<file path="config.mk">
export PLATFORM = sky130hd
export DESIGN_NAME = moxie_wb_arbiter
export DESIGN_NICKNAME = d
export VERILOG_FILES = /design/src/rtl/moxie_wb_pkg.sv /design/src/rtl/wb_bus_watchdog.sv /design/src/rtl/moxie_wb_arbiter.sv
export SDC_FILE = /design/constraint.sdc
export NUM_CORES = 1
export LEC_CHECK = 0
export ABC_AREA = 1
export CORE_AREA = 3 3 121 123
export CTS_BUF_LIST = sky130_fd_sc_hd__clkbuf_4
export CTS_CLUSTER_SIZE = 14
export DETAILED_ROUTE_END_ITERATION = 8
export DIE_AREA = 0 0 124 126
export MAX_ROUTING_LAYER = met4
export PLACE_DENSITY = 0.69
export RECOVER_POWER = 25
export SLEW_MARGIN = 20
export SYNTH_ARGS = -nofsm -noshare
export SYNTH_HDL_FRONTEND = slang
export SYNTH_HIERARCHICAL = 1
export SYNTH_SLANG_ARGS = --single-unit
</file>
<file path="constraint.sdc">
create_clock -name clk_i -period 2.5 [get_ports clk_i]
set_input_delay 0.25 -clock clk_i [delete_from_list [all_inputs] [get_ports clk_i]]
set_output_delay 0.25 -clock clk_i [all_outputs]
set_load 0.005 [all_outputs]
</file>
<file path="src/rtl/moxie_wb_pkg.sv">
// Shared types, widths and arbitration helpers for the Moxie Wishbone I/D arbiter.
package moxie_wb_pkg;

  localparam int WB_AW   = 32;
  localparam int WB_DW   = 32;
  localparam int GRANT_I = 0;
  localparam int GRANT_D = 1;

  typedef enum logic [1:0] {
    IDLE  = 2'd0,
    GNT_I = 2'd1,
    GNT_D = 2'd2
  } arb_state_t;

  // Width of the watchdog counter; a disabled watchdog still needs a legal 1-bit vector.
  function automatic int wdCountWidth(input int timeout);
    return (timeout > 0) ? $clog2(timeout + 1) : 1;
  endfunction

  function automatic arb_state_t pickGrant(input logic iReq, input logic dReq,
                                           input logic lastWasD);
    if (iReq && dReq) return lastWasD ? GNT_I : GNT_D;
    if (iReq) return GNT_I;
    if (dReq) return GNT_D;
    return IDLE;
  endfunction

endpackage

</file>
<file path="src/rtl/wb_bus_watchdog.sv">
// Counts strobed cycles that see no ack/err and pulses timeout_o once the limit is hit.
module wb_bus_watchdog
  import moxie_wb_pkg::*;
#(
  parameter int TIMEOUT_CYCLES = 255
) (
  input  logic clk_i,
  input  logic rst_i,
  input  logic stb_i,
  input  logic ack_i,
  input  logic err_i,
  input  logic clear_i,
  output logic timeout_o
);

  localparam int CW = wdCountWidth(TIMEOUT_CYCLES);
  localparam logic [CW-1:0] LIMIT = CW'(TIMEOUT_CYCLES);

  logic [CW-1:0] count_q, count_d;
  logic          expired;

  assign expired   = (TIMEOUT_CYCLES != 0) && stb_i && (count_q == LIMIT);
  // A real ack in the expiry cycle completes the transfer, so it suppresses the error.
  assign timeout_o = expired && !ack_i;

  always_comb begin
    count_d = count_q + CW'(1);
    if ((TIMEOUT_CYCLES == 0) || clear_i || !stb_i || ack_i || err_i || expired)
      count_d = '0;
  end

  always_ff @(posedge clk_i or posedge rst_i) begin
    if (rst_i) count_q <= '0;
    else       count_q <= count_d;
  end

endmodule

</file>
<file path="src/rtl/moxie_wb_arbiter.sv">
// Round-robin Wishbone arbiter sharing one slave port between the Moxie I-fetch and data masters.
module moxie_wb_arbiter
  import moxie_wb_pkg::*;
#(
  parameter int AW             = WB_AW,
  parameter int DW             = WB_DW,
  parameter int TIMEOUT_CYCLES = 255,
  parameter bit RESET_LAST     = 1'b0
) (
  input  logic            clk_i,
  input  logic            rst_i,
  input  logic            wbi_cyc_i,
  input  logic            wbi_stb_i,
  input  logic            wbi_we_i,
  input  logic [AW-1:0]   wbi_adr_i,
  input  logic [DW-1:0]   wbi_dat_i,
  input  logic [DW/8-1:0] wbi_sel_i,
  output logic [DW-1:0]   wbi_dat_o,
  output logic            wbi_ack_o,
  output logic            wbi_err_o,
  input  logic            wbd_cyc_i,
  input  logic            wbd_stb_i,
  input  logic            wbd_we_i,
  input  logic [AW-1:0]   wbd_adr_i,
  input  logic [DW-1:0]   wbd_dat_i,
  input  logic [DW/8-1:0] wbd_sel_i,
  output logic [DW-1:0]   wbd_dat_o,
  output logic            wbd_ack_o,
  output logic            wbd_err_o,
  output logic            wbs_cyc_o,
  output logic            wbs_stb_o,
  output logic            wbs_we_o,
  output logic [AW-1:0]   wbs_adr_o,
  output logic [DW-1:0]   wbs_dat_o,
  output logic [DW/8-1:0] wbs_sel_o,
  input  logic [DW-1:0]   wbs_dat_i,
  input  logic            wbs_ack_i,
  input  logic            wbs_err_i,
  output logic [1:0]      grant_o
);

  arb_state_t state_q, state_d;
  logic       lastGrant_q, lastGrant_d;
  logic       timeout, wdClear, slvAck, slvErr;

  // The owner keeps the bus while its cyc is high; on release the waiting master gets the same edge.
  always_comb begin
    state_d     = state_q;
    lastGrant_d = lastGrant_q;
    case (state_q)
      IDLE: state_d = pickGrant(wbi_cyc_i, wbd_cyc_i, lastGrant_q);
      GNT_I:
        if (!wbi_cyc_i) begin
          lastGrant_d = 1'b0;
          state_d     = pickGrant(wbi_cyc_i, wbd_cyc_i, 1'b0);
        end
      GNT_D:
        if (!wbd_cyc_i) begin
          lastGrant_d = 1'b1;
          state_d     = pickGrant(wbi_cyc_i, wbd_cyc_i, 1'b1);
        end
      default: state_d = IDLE;
    endcase
  end

  always_ff @(posedge clk_i or posedge rst_i) begin
    if (rst_i) begin
      state_q     <= IDLE;
      lastGrant_q <= RESET_LAST;
    end else begin
      state_q     <= state_d;
      lastGrant_q <= lastGrant_d;
    end
  end

  always_comb begin
    wbs_cyc_o = 1'b0;
    wbs_stb_o = 1'b0;
    wbs_we_o  = 1'b0;
    wbs_adr_o = '0;
    wbs_dat_o = '0;
    wbs_sel_o = '0;
    case (state_q)
      GNT_I: begin
        wbs_cyc_o = wbi_cyc_i;
        wbs_stb_o = wbi_cyc_i & wbi_stb_i;
        wbs_we_o  = wbi_we_i;
        wbs_adr_o = wbi_adr_i;
        wbs_dat_o = wbi_dat_i;
        wbs_sel_o = wbi_sel_i;
      end
      GNT_D: begin
        wbs_cyc_o = wbd_cyc_i;
        wbs_stb_o = wbd_cyc_i & wbd_stb_i;
        wbs_we_o  = wbd_we_i;
        wbs_adr_o = wbd_adr_i;
        wbs_dat_o = wbd_dat_i;
        wbs_sel_o = wbd_sel_i;
      end
      default: ;
    endcase
  end

  always_comb begin
    grant_o          = '0;
    grant_o[GRANT_I] = (state_q == GNT_I);
    grant_o[GRANT_D] = (state_q == GNT_D);
  end

  assign wdClear = (state_d != state_q);

  wb_bus_watchdog #(.TIMEOUT_CYCLES(TIMEOUT_CYCLES)) u_watchdog (
    .clk_i    (clk_i),
    .rst_i    (rst_i),
    .stb_i    (wbs_stb_o),
    .ack_i    (wbs_ack_i),
    .err_i    (wbs_err_i),
    .clear_i  (wdClear),
    .timeout_o(timeout)
  );

  // Slave responses only count while a strobe is actually on the bus.
  assign slvAck = wbs_ack_i & wbs_stb_o;
  assign slvErr = (wbs_err_i & wbs_stb_o) | timeout;

  assign wbi_ack_o = grant_o[GRANT_I] & slvAck;
  assign wbi_err_o = grant_o[GRANT_I] & slvErr;
  assign wbd_ack_o = grant_o[GRANT_D] & slvAck;
  assign wbd_err_o = grant_o[GRANT_D] & slvErr;

  assign wbi_dat_o = (state_q != IDLE) ? wbs_dat_i : '0;
  assign wbd_dat_o = (state_q != IDLE) ? wbs_dat_i : '0;

endmodule

</file>
==> metrics.csv <==
metric,value,unit
Post-synth ARST share,1.00,
met3 usage,0.0413,
Fillers,1467,
sequence of cells on the critical path,inv_2 > ha_4 > buf_16 > nand2_1 > a21oi_1 > clkdlybuf4s50_1,
Slew @ Worst Pin,0.385,ns
drt first pass iters,4,
Fin. Hold Viols,0,
synthesized cell area,2330,um^2
Syn. warnings,6,
DRT iter0 DRCs,105,
layout cells sized above 1,0.0705,
internal power,2010,uW
instance count on the critical path,6,
worst min path class,input pin to asynchronous set/reset pin,
Syn Nets,628,
Max Cap Violations,0,
fin area,5610,um^2
critical path's largest stage delay,0.53,ns
Register-to-Register Path Depth,17,
Final min period,2.38,ns
worst-path fanout max,72,
status,"complete, no violations",
clock-pin slew on the worst setup and hold paths,0.07,ns
DR WL/cell,14.1,um
Lkg Pwr,0.00218,uW
clock sinks,11,
Clock Latency Late Sink,0.27,ns
Clock Power Share,0.038,
Reg area,275,um^2
GRT Residual Overflow,0,
worst path required time,2.25,ns
Net Sw Power,1620,uW
Critical Path Start Type,flop,
num ports,319,
fin cells,904,
clock root cell,clkbuf_4,
r2r setup slk,0.34,ns
Rows,43,
DP HPWL,10.1,mm
reg2reg start,state_q[0],
setup TNS,0,ns
Final period util,0.951,
Final setup viols,0,
CTS tree,yes,
Logic pwr share,0.903,
post-route antenna net violation count,0,
gr usage total,0.148,
CP Data Arrival Time,2.13,ns
crit path from,state_q[0],
effective utilization at floorplan,0.170,
Synth Register Bits,11,
H-tree depth,1,
"Distinct cells, synth",26,
Final Core Density,0.407,
CTS buffer count,3,
Slew Limit Fails,0,
sequential share of power,0.059,
largest net degree at the start of global routing,73,
crit path capture,wbs_adr_o[14],
gr busiest metal,met2,
core box area,13800,um^2
via count,3701,
Crit Path Category,flop to primary output,
Net Sw Frac,0.446,
capturing element type of the critical path,primary output,
initial antenna violation count,1,
power per cell area,645,nW/um^2
Post-synth EDFFs,0,
die area,15600,um^2
placed insts,897,
Syn-to-layout area delta,140,%
Final Skew,0.000294,ns
port bufs,318,
vias per inst,4.09,
Syn Area/Cell,5.26,um^2
number of global-route vias before repair,3646,
RePlAce Congestion,0.838,
Detailed Route WL,12.7,mm
RR Endpoint,u_watchdog/count_q[6],
Post-CTS Hold Buffers,0,
"Seq/Total Area, Yosys",0.118,
RSZ-0062 raised after global routing,yes,
CP bufs+invs,3,
Mapped Cells,444,
M2 GR Usage,0.253,
most used flip-flop cell after synthesis,dfrtp_1,
Post-route DRC,0,
Top delay family on crit path,buffers and inverters,
GR Layer Usage met1,0.176,
max_slew headroom,0.743,
maximum clock insertion buffer count,2,
die height,126,um
NumNets Final,908,
Max Freq,421,MHz
Multi-input gate area,1530,um^2
global-route wire length before repair,18.3,mm
CP max stage cell,clkdlybuf4s50_1,
Max VDD drop,654,uV
DP Area,5520,um^2
die width,124,um
total power,3620,uW
## cell type report
| cell class | instances | share of cell area |
|---|---|---|
| clock buffer | 4 | 0.00535 |
| sequential | 11 | 0.0491 |
| timing repair buffer | 335 | 0.598 |
| inverter | 52 | 0.0348 |
| antenna | 1 | 0.000446 |
| tap | 180 | 0.0401 |
| multi-input combinational | 321 | 0.272 |
## cell families (layout without fill, tap and decap cells)
kind of cell,after synthesis,after routing,synth area share
AOI/OAI and AO/OA,79,79,0.177
xor gates and xnor gates,3,3,0.0113
adders and majority gates,6,6,0.0322
buffers and inverters,112,391,0.245
DFF,11,11,0.118
other,0,1,0
and+or+nand+nor,233,233,0.416
## synthesized netlist by cell type (3+ instances only)
| library cell | n | area [um^2] |
|---|---|---|
| a21oi_1 | 72 | 360 |
| buf_4 | 36 | 270 |
| nand3_1 | 6 | 30.0 |
| nor2_2 | 8 | 50.1 |
| dfrtp_1 | 11 | 275 |
| inv_1 | 48 | 180 |
| ha_1 | 6 | 75.1 |
| nand2_1 | 169 | 634 |
| inv_2 | 3 | 11.3 |
| o21bai_1 | 3 | 22.5 |
| nor2_1 | 41 | 154 |
| buf_1 | 3 | 11.3 |
| clkbuf_1 | 7 | 26.3 |
| buf_2 | 14 | 70.1 |
## metrics by stage
step / setup slack (ns) / hold slack, ns
6_report: 0.122 / 0.324
5_1_grt: -0.0171 / 0.330
4_1_cts: 0.0860 / 0.198
3_5_place_dp: -0.0333 / 0.480
3_3_place_gp: -0.00672 / 0.478
2_1_floorplan: 0.460 / 0.00364
## how the worst min path moves through the flow
stage,endpoint,cells past startpoint
2_1_floorplan,lastGrant_q,1
3_3_place_gp,u_watchdog/count_q[0],1
3_5_place_dp,u_watchdog/count_q[0],1
4_1_cts,lastGrant_q,2
5_1_grt,lastGrant_q,2
6_report,lastGrant_q,2
## registers in the layout, summed over array words and instances, names as in the netlist
signal              flops
state_q                 2
lastGrant_q             1
u_watchdog/count_q      8
## per-layer routing
metal	part of all wire	routed length, um	vias up
met1	0.40	5120	1596
met4	0.015	197	0
li1	-	-	1874
met2	0.47	5920	217
met5	0	0	-
met3	0.12	1480	14
## power groups by stage
stage	logic, uW	registers, uW	clock network [uW]
after detailed placement	3230	216	0
final	3270	215	136
after floorplan	1480	221	0
after global placement	3240	215	0
after global routing	3580	219	150
after CTS	3290	214	142
## cells in the final DEF, fill, tap and decap left out, types with 2 or more instances in the layout
master,Yosys,routed
nor2_1,41,40
nand3_1,6,6
nand2_1,169,169
ha_1,6,3
clkdlybuf4s50_1,0,314
ha_4,0,2
buf_4,36,11
inv_1,48,46
clkbuf_4,0,5
o21ai_0,2,2
buf_6,0,2
nor2_2,8,9
a21oi_1,72,71
xor2_1,2,2
nand2_4,2,2
clkbuf_2,0,2
o21bai_1,3,3
inv_2,3,5
nor2_4,2,2
dfrtp_1,11,11
buf_12,0,2
nand2_2,2,2
## repair_timing
action                                  CTS  global route
setup buffers                             2             0
endpoints found under the setup margin   13             5
gates resized for setup                   7            11
pin swaps                                 2             2
(Power assumes the default switching activity.)
